==> config.mk <==
export PLATFORM = sky130hd
export DESIGN_NAME = logo_motion_ctrl
export DESIGN_NICKNAME = d
export VERILOG_FILES = /design/src/rtl/logo_ctrl_pkg.sv /design/src/rtl/logo_motion_ctrl_btn_frame_filter.sv /design/src/rtl/logo_motion_ctrl.sv
export SDC_FILE = /design/constraint.sdc
export NUM_CORES = 1
export LEC_CHECK = 0
export CAP_MARGIN = 25
export CORE_MARGIN = 4
export CORE_UTILIZATION = 64
export DETAILED_ROUTE_END_ITERATION = 7
export GPL_ROUTABILITY_DRIVEN = 1
export PLACE_DENSITY = 0.86
export SYNTH_ARGS = -nofsm -noshare
export SYNTH_HDL_FRONTEND = slang
export SYNTH_SLANG_ARGS = --single-unit
==> constraint.sdc <==
create_clock -name pclk -period 5 [get_ports pclk]
set_input_delay 0.5 -clock pclk [delete_from_list [all_inputs] [get_ports pclk]]
set_output_delay 0.5 -clock pclk [all_outputs]
set_load 0.1 [all_outputs]
==> src/rtl/logo_ctrl_pkg.sv <==
// Shared geometry and FSM encoding for the flying-logo position controller.
// X_MAX/Y_MAX are the largest legal top-left coordinates that keep the logo on screen.
package logo_ctrl_pkg;

  localparam int H_ACTIVE = 640;
  localparam int V_ACTIVE = 480;
  localparam int LOGO_W   = 120;
  localparam int LOGO_H   = 160;
  localparam int X_MAX    = H_ACTIVE - LOGO_W;
  localparam int Y_MAX    = V_ACTIVE - LOGO_H;

  typedef enum logic [1:0] {
    S_WAIT   = 2'd0,
    S_CALC   = 2'd1,
    S_COMMIT = 2'd2
  } state_t;

endpackage

==> src/rtl/logo_motion_ctrl_btn_frame_filter.sv <==
// Per-button synchronizer plus frame-rate hold counter; the button is active
// once it has been seen high on HOLD_FRAMES consecutive frame ticks.
module btn_frame_filter
  import logo_ctrl_pkg::*;
#(
  parameter int HOLD_FRAMES = 2
) (
  input  logic pclk,
  input  logic rst_n,
  input  logic btn,
  input  logic frame_tick,
  output logic active
);

  logic       btn_s1;
  logic       btn_s2;
  logic [2:0] hold_cnt;

  always_ff @(posedge pclk or negedge rst_n) begin
    if (!rst_n) begin
      btn_s1 <= 1'b0;
      btn_s2 <= 1'b0;
    end else begin
      btn_s1 <= btn;
      btn_s2 <= btn_s1;
    end
  end

  // Counter only moves on frame ticks, so a bounce shorter than a frame never registers.
  always_ff @(posedge pclk or negedge rst_n) begin
    if (!rst_n) begin
      hold_cnt <= 3'd0;
    end else if (frame_tick) begin
      if (!btn_s2)
        hold_cnt <= 3'd0;
      else if (hold_cnt != 3'd7)
        hold_cnt <= hold_cnt + 3'd1;
    end
  end

  assign active = (hold_cnt >= 3'(HOLD_FRAMES));

endmodule

==> src/rtl/logo_motion_ctrl.sv <==
// Frame-synchronous position controller for the 120x160 logo on 640x480 VGA.
// Define AUTO_BOUNCE_EN to add autonomous edge-bouncing flight selected by auto_mode.
module logo_motion_ctrl
  import logo_ctrl_pkg::*;
#(
  parameter int X_INIT      = 260,
  parameter int Y_INIT      = 160,
  parameter int STEP        = 1,
  parameter int HOLD_FRAMES = 2
) (
  input  logic       pclk,
  input  logic       rst_n,
  input  logic       vsync,
  input  logic       btn_up,
  input  logic       btn_down,
  input  logic       btn_left,
  input  logic       btn_right,
  input  logic       auto_mode,
  output logic [9:0] logo_x,
  output logic [9:0] logo_y,
  output logic       frame_tick,
  output logic       moving
);

  localparam logic signed [10:0] STEP_S  = 11'(STEP);
  localparam logic signed [10:0] X_MAX_S = 11'(X_MAX);
  localparam logic signed [10:0] Y_MAX_S = 11'(Y_MAX);

  state_t state, state_nxt;

  logic vs_s1, vs_s2, vs_d;
  logic act_up, act_down, act_left, act_right;
  logic signed [10:0] step_x, step_y;
  logic signed [10:0] cand_x, cand_y;
  logic [9:0] new_x, new_y;

  // vsync idles high, so its flops reset high to avoid a false tick after reset.
  always_ff @(posedge pclk or negedge rst_n) begin
    if (!rst_n) begin
      vs_s1      <= 1'b1;
      vs_s2      <= 1'b1;
      vs_d       <= 1'b1;
      frame_tick <= 1'b0;
    end else begin
      vs_s1      <= vsync;
      vs_s2      <= vs_s1;
      vs_d       <= vs_s2;
      frame_tick <= vs_d & ~vs_s2;
    end
  end

  btn_frame_filter #(.HOLD_FRAMES(HOLD_FRAMES)) u_flt_up (
    .pclk(pclk), .rst_n(rst_n), .btn(btn_up), .frame_tick(frame_tick), .active(act_up));
  btn_frame_filter #(.HOLD_FRAMES(HOLD_FRAMES)) u_flt_down (
    .pclk(pclk), .rst_n(rst_n), .btn(btn_down), .frame_tick(frame_tick), .active(act_down));
  btn_frame_filter #(.HOLD_FRAMES(HOLD_FRAMES)) u_flt_left (
    .pclk(pclk), .rst_n(rst_n), .btn(btn_left), .frame_tick(frame_tick), .active(act_left));
  btn_frame_filter #(.HOLD_FRAMES(HOLD_FRAMES)) u_flt_right (
    .pclk(pclk), .rst_n(rst_n), .btn(btn_right), .frame_tick(frame_tick), .active(act_right));

  always_ff @(posedge pclk or negedge rst_n) begin
    if (!rst_n) state <= S_WAIT;
    else        state <= state_nxt;
  end

  always_comb begin
    state_nxt = state;
    case (state)
      S_WAIT:   if (frame_tick) state_nxt = S_CALC;
      S_CALC:   state_nxt = S_COMMIT;
      S_COMMIT: state_nxt = S_WAIT;
      default:  state_nxt = S_WAIT;
    endcase
  end

`ifdef AUTO_BOUNCE_EN
  logic auto_s1, auto_s2, auto_lat;
  logic dx_neg, dy_neg;

  always_ff @(posedge pclk or negedge rst_n) begin
    if (!rst_n) begin
      auto_s1  <= 1'b0;
      auto_s2  <= 1'b0;
      auto_lat <= 1'b0;
    end else begin
      auto_s1 <= auto_mode;
      auto_s2 <= auto_s1;
      if (frame_tick && state == S_WAIT)
        auto_lat <= auto_s2;
    end
  end

  // Touching a limit reverses the axis, so the next frame already moves away from it.
  always_ff @(posedge pclk or negedge rst_n) begin
    if (!rst_n) begin
      dx_neg <= 1'b0;
      dy_neg <= 1'b0;
    end else if (state == S_COMMIT && auto_lat) begin
      if (cand_x <= 11'sd0)        dx_neg <= 1'b0;
      else if (cand_x >= X_MAX_S)  dx_neg <= 1'b1;
      if (cand_y <= 11'sd0)        dy_neg <= 1'b0;
      else if (cand_y >= Y_MAX_S)  dy_neg <= 1'b1;
    end
  end
`else
  logic unused_auto;
  assign unused_auto = auto_mode;
`endif

  always_comb begin
    step_x = '0;
    step_y = '0;
    if (act_right && !act_left)      step_x = STEP_S;
    else if (act_left && !act_right) step_x = -STEP_S;
    if (act_down && !act_up)         step_y = STEP_S;
    else if (act_up && !act_down)    step_y = -STEP_S;
`ifdef AUTO_BOUNCE_EN
    if (auto_lat) begin
      step_x = dx_neg ? -STEP_S : STEP_S;
      step_y = dy_neg ? -STEP_S : STEP_S;
    end
`endif
  end

  always_comb begin
    new_x = cand_x[9:0];
    new_y = cand_y[9:0];
    if (cand_x <= 11'sd0)       new_x = 10'd0;
    else if (cand_x >= X_MAX_S) new_x = 10'(X_MAX);
    if (cand_y <= 11'sd0)       new_y = 10'd0;
    else if (cand_y >= Y_MAX_S) new_y = 10'(Y_MAX);
  end

  // Candidates are widened to 11-bit signed so moves past either edge cannot wrap.
  always_ff @(posedge pclk or negedge rst_n) begin
    if (!rst_n) begin
      logo_x <= 10'(X_INIT);
      logo_y <= 10'(Y_INIT);
      moving <= 1'b0;
      cand_x <= '0;
      cand_y <= '0;
    end else begin
      if (state == S_CALC) begin
        cand_x <= $signed({1'b0, logo_x}) + step_x;
        cand_y <= $signed({1'b0, logo_y}) + step_y;
      end
      if (state == S_COMMIT) begin
        logo_x <= new_x;
        logo_y <= new_y;
        moving <= (new_x != logo_x) || (new_y != logo_y);
      end
    end
  end

endmodule

==> qor.log <==
[grt] overall overflow remaining after global route 0
[outcome] run status finished, final reports clean
[hold_path] Hold/Removal Path Class primary input to asynchronous set/reset pin
[synthesis] share of synthesized area occupied by flip-flops and latches 41.7%
[critical_path] Worst Path Required 5.29 ns
[placed_design] # port buffers 28
[clocking] Resize count post-CTS 0
[critical_path] critical path endpoint category flip-flop
[sta] final number of setup-violating endpoints 0
[synthesis] Post-synth top flop sky130_fd_sc_hd__dfrtp_1
[clocking] clk root buf sky130_fd_sc_hd__clkbuf_8
[clocking] clock latency reported for the late side of the worst-skew pair 0.35 ns
[synthesis] Post-Syn Nets 494
[clocking] level count of the clock H-tree 3
[clocking] clk sinks 69
[sta] setup repair after global routing missed its margin no
[floorplanning] I/O pins 30
[routing] antenna-violating nets left 0
[critical_path] element type at the critical path start flip-flop
[floorplanning] initial core utilization 65.9%
[floorplanning] number of placement rows 29
[sta] worst setup skew after layout 0.00764 ns
[sta] transition time at the pin with the least slew margin 0.982 ns
[clocking] number of CTS-inserted buffers 9
[synthesis] Post-synth EDFFs 0
[placed_design] Final Wtd Congestion 0.928
[sta] relative slew slack 34.4%
[sta] worst setup margin 1.99 ns
[critical_path] largest stage delay on the critical path 0.40 ns
[critical_path] total number of cells along the worst setup path 12
[routing] via density per instance 6.37
[critical_path] cell type group with the largest total delay on the critical path adder cells
[critical_path] Buf/Inv on CP 2
[grt] total track usage 26.8%
[clocking] number of post-CTS setup repair buffers 0
[routing] total wire length 9460 um
[synthesis] mean cell area of the mapped netlist 9.17 sq um
[sta] share of the clock period used by the worst path 60.3%
[pwr] total power of the final layout 3.16 mW
[finish] layout overhead on the synthesized area 14.1%
[placed_design] worst slack, placed 2.01 ns
[grt] number of global-route vias before repair 3469
[floorplanning] area of the placeable core 6310 sq um
[finish] number of inserted diodes 0
[synthesis] number of distinct library cells after synthesis 55
[sta] timing-limited maximum frequency 332 MHz
[critical_path] setup slack, reg-to-reg 1.99 ns
[critical_path] cell with the largest stage delay on the worst path sky130_fd_sc_hd__dfrtp_1
[placed_design] DPL Wire Length 6560 um
[grt] maximum number of pins on one net before global-route repair 70
[clocking] clock transition at the register clock pins on the worst setup and hold paths after CTS 0.08 ns
[routing] Routed WL per cell 16.8 um
[synthesis] synthesized cell area 4160 sq um
[synthesis] flop and latch count out of synthesis 69
[pwr] worst ir drop on vdd 556 uV
[synthesis] share of flip-flops with an asynchronous set or reset after synthesis 100%
[clocking] count of hold-fix buffers inserted at cts 0
[sta] number of slew-limit violations in the final report 0
[floorplanning] die footprint 7860 sq um
[pwr] leakage power of the design 2.15 nW
[critical_path] arrival time of data at the critical path endpoint 3.31 ns
[floorplanning] horizontal die dimension 88.6 um
[finish] fraction of final layout cells sized beyond drive strength 1 7.19%
[grt] antenna violations before repair 0
[sta] Min Clock Period, post-route 3.01 ns
[clocking] number of buffers on the longest clock path 2
[critical_path] maximum net fanout on the critical path 3
[routing] Initial DRC Count 399
[grt] global-route wire length before repair 16400 um
[critical_path] critical path cell sequence or2_2, ha_1, inv_1, ha_1, inv_1, fa_1, nor2b_1, o31a_1, o31a_1, o211ai_1, a2111oi_0, nand3b_1
[sta] hold violation count in the final report 0
[clocking] TritonCTS clock tree done
[finish] layout net count 522
[sta] setup tns final 0 ns
[floorplanning] Die Height 88.6 um
[routing] vias 3592
[synthesis] Synth Warn # 0
[synthesis] Post-Syn Instances 454
[routing] Post-route DRC 0
[pwr] Power Dens Cells 666 nW/um^2
[routing] DR pass1 iterations 7
[critical_path] Worst Reg-to-Reg Cells 12
[critical_path] Worst Setup Path Type flip-flop to flip-flop
[run] Maximum Capacitance Violations 0
-- final cells by class --
class	count	area, sq um
clock buffer	11	141
timing repair buffer	31	298
sequential	69	1740
inverter	37	139
tap	77	96.3
multi-input combinational	334	2230
fill	448	1560
clock inverter	5	108
-- worst paths after layout --
kind	to	startpoint
worst max-delay path	cand_x[10]	u_flt_left.hold_cnt[2]
worst min-delay path	frame_tick	rst_n
worst max register to register	cand_x[10]	u_flt_left.hold_cnt[2]
worst min register to register	u_flt_up.btn_s2	u_flt_up.btn_s1
max in group asynchronous	cand_x[9]	rst_n
min in group pclk	u_flt_up.btn_s2	u_flt_up.btn_s1
-- synthesized netlist by cell type (all sizes together), types with 3 or more instances --
cell type	n	area share, %
nand4	3	0.45
nor4	4	1.1
a31oi	3	0.45
buf	3	0.33
o21ai	36	4.3
a211oi	6	1.1
o31a	6	1.3
a21o	5	0.90
or3	3	0.45
o31ai	12	2.2
a21oi	19	2.3
nand2	57	5.2
mux2i	4	0.96
nor3b	4	0.72
a22o	11	2.3
and3	8	1.2
clkbuf	11	0.99
a2111oi	3	0.63
inv	37	3.3
o211ai	4	0.72
dfrtp	62	37
ha	30	9.0
nor2b	11	1.7
o21a	11	2.0
o41ai	3	0.63
nor3	12	1.4
o22ai	7	1.1
dfstp	7	4.4
a221oi	6	1.3
xnor2	5	1.1
nand2b	6	0.90
nor2	29	2.7
nand3	5	0.60
-- placed cells by master (no fill, tap or decap), types with 7 or more instances in the layout --
cell                              count
sky130_fd_sc_hd__dfrtp_1             62
sky130_fd_sc_hd__ha_1                30
sky130_fd_sc_hd__nor3_1              12
sky130_fd_sc_hd__nor2_1              28
sky130_fd_sc_hd__nor2b_1             11
sky130_fd_sc_hd__dfstp_2              7
sky130_fd_sc_hd__nand2_1             56
sky130_fd_sc_hd__inv_1               36
sky130_fd_sc_hd__clkdlybuf4s50_1     27
sky130_fd_sc_hd__clkbuf_8            10
sky130_fd_sc_hd__o22ai_1              7
sky130_fd_sc_hd__o31ai_1             12
sky130_fd_sc_hd__o21ai_0             33
sky130_fd_sc_hd__a21oi_1             19
sky130_fd_sc_hd__and3_1               8
sky130_fd_sc_hd__o21a_1              11
sky130_fd_sc_hd__a22o_1              11
-- layer usage --
metal	vias up	GRT usage, %	routed length [um]
met5	-	0	0
met4	0	10.9	210
met3	24	7.17	674
met2	138	42.1	4510
met1	1727	35.3	4070
li1	1703	-	-
-- sequential cells by signal, summed over array words and instances, names as in the netlist, 2 cells and up --
signal and flops:
u_flt_down.hold_cnt 3, u_flt_right.hold_cnt 3, cand_y 11, u_flt_up.hold_cnt 3, u_flt_left.hold_cnt 3, cand_x 11, logo_x 10, state 2
logo_y 10
-- kinds of logic (layout without fill, tap and decap cells) --
group	count (synthesis)	count (layout)	synth area share [%]
and+or+nand+nor	153	153	18.5
AOI/OAI and AO/OA	138	138	22.5
DFF	69	69	41.7
buffers and inverters	51	84	4.66
adders and majority gates	32	32	9.98
muxes	6	6	1.59
xor gates and xnor gates	5	5	1.05
-- power by group --
part | internal (mW) | leakage, nW | total [mW] | switching, mW
Combinational | 0.548 | 1.15 | 1.59 | 1.04
Clock | 0.347 | 0.124 | 0.566 | 0.220
Sequential | 0.731 | 0.876 | 1.00 | 0.274
Total | 1.63 | 2.15 | 3.16 | 1.54
-- per-stage QoR --
stage | hold slack [ns] | std cells | instance area, sq um | utilization (%)
after floorplan | 0.204 | 454 | 4160 | -
after global placement | 0.334 | 548 | 4500 | 71.3
after detailed placement | 0.338 | 548 | 4500 | 71.3
after CTS | 0.350 | 564 | 4750 | 75.2
after global routing | 0.356 | 564 | 4750 | 75.2
final | 0.338 | 564 | 4750 | 75.2
Note: power is estimated with default switching activity, not from simulation.
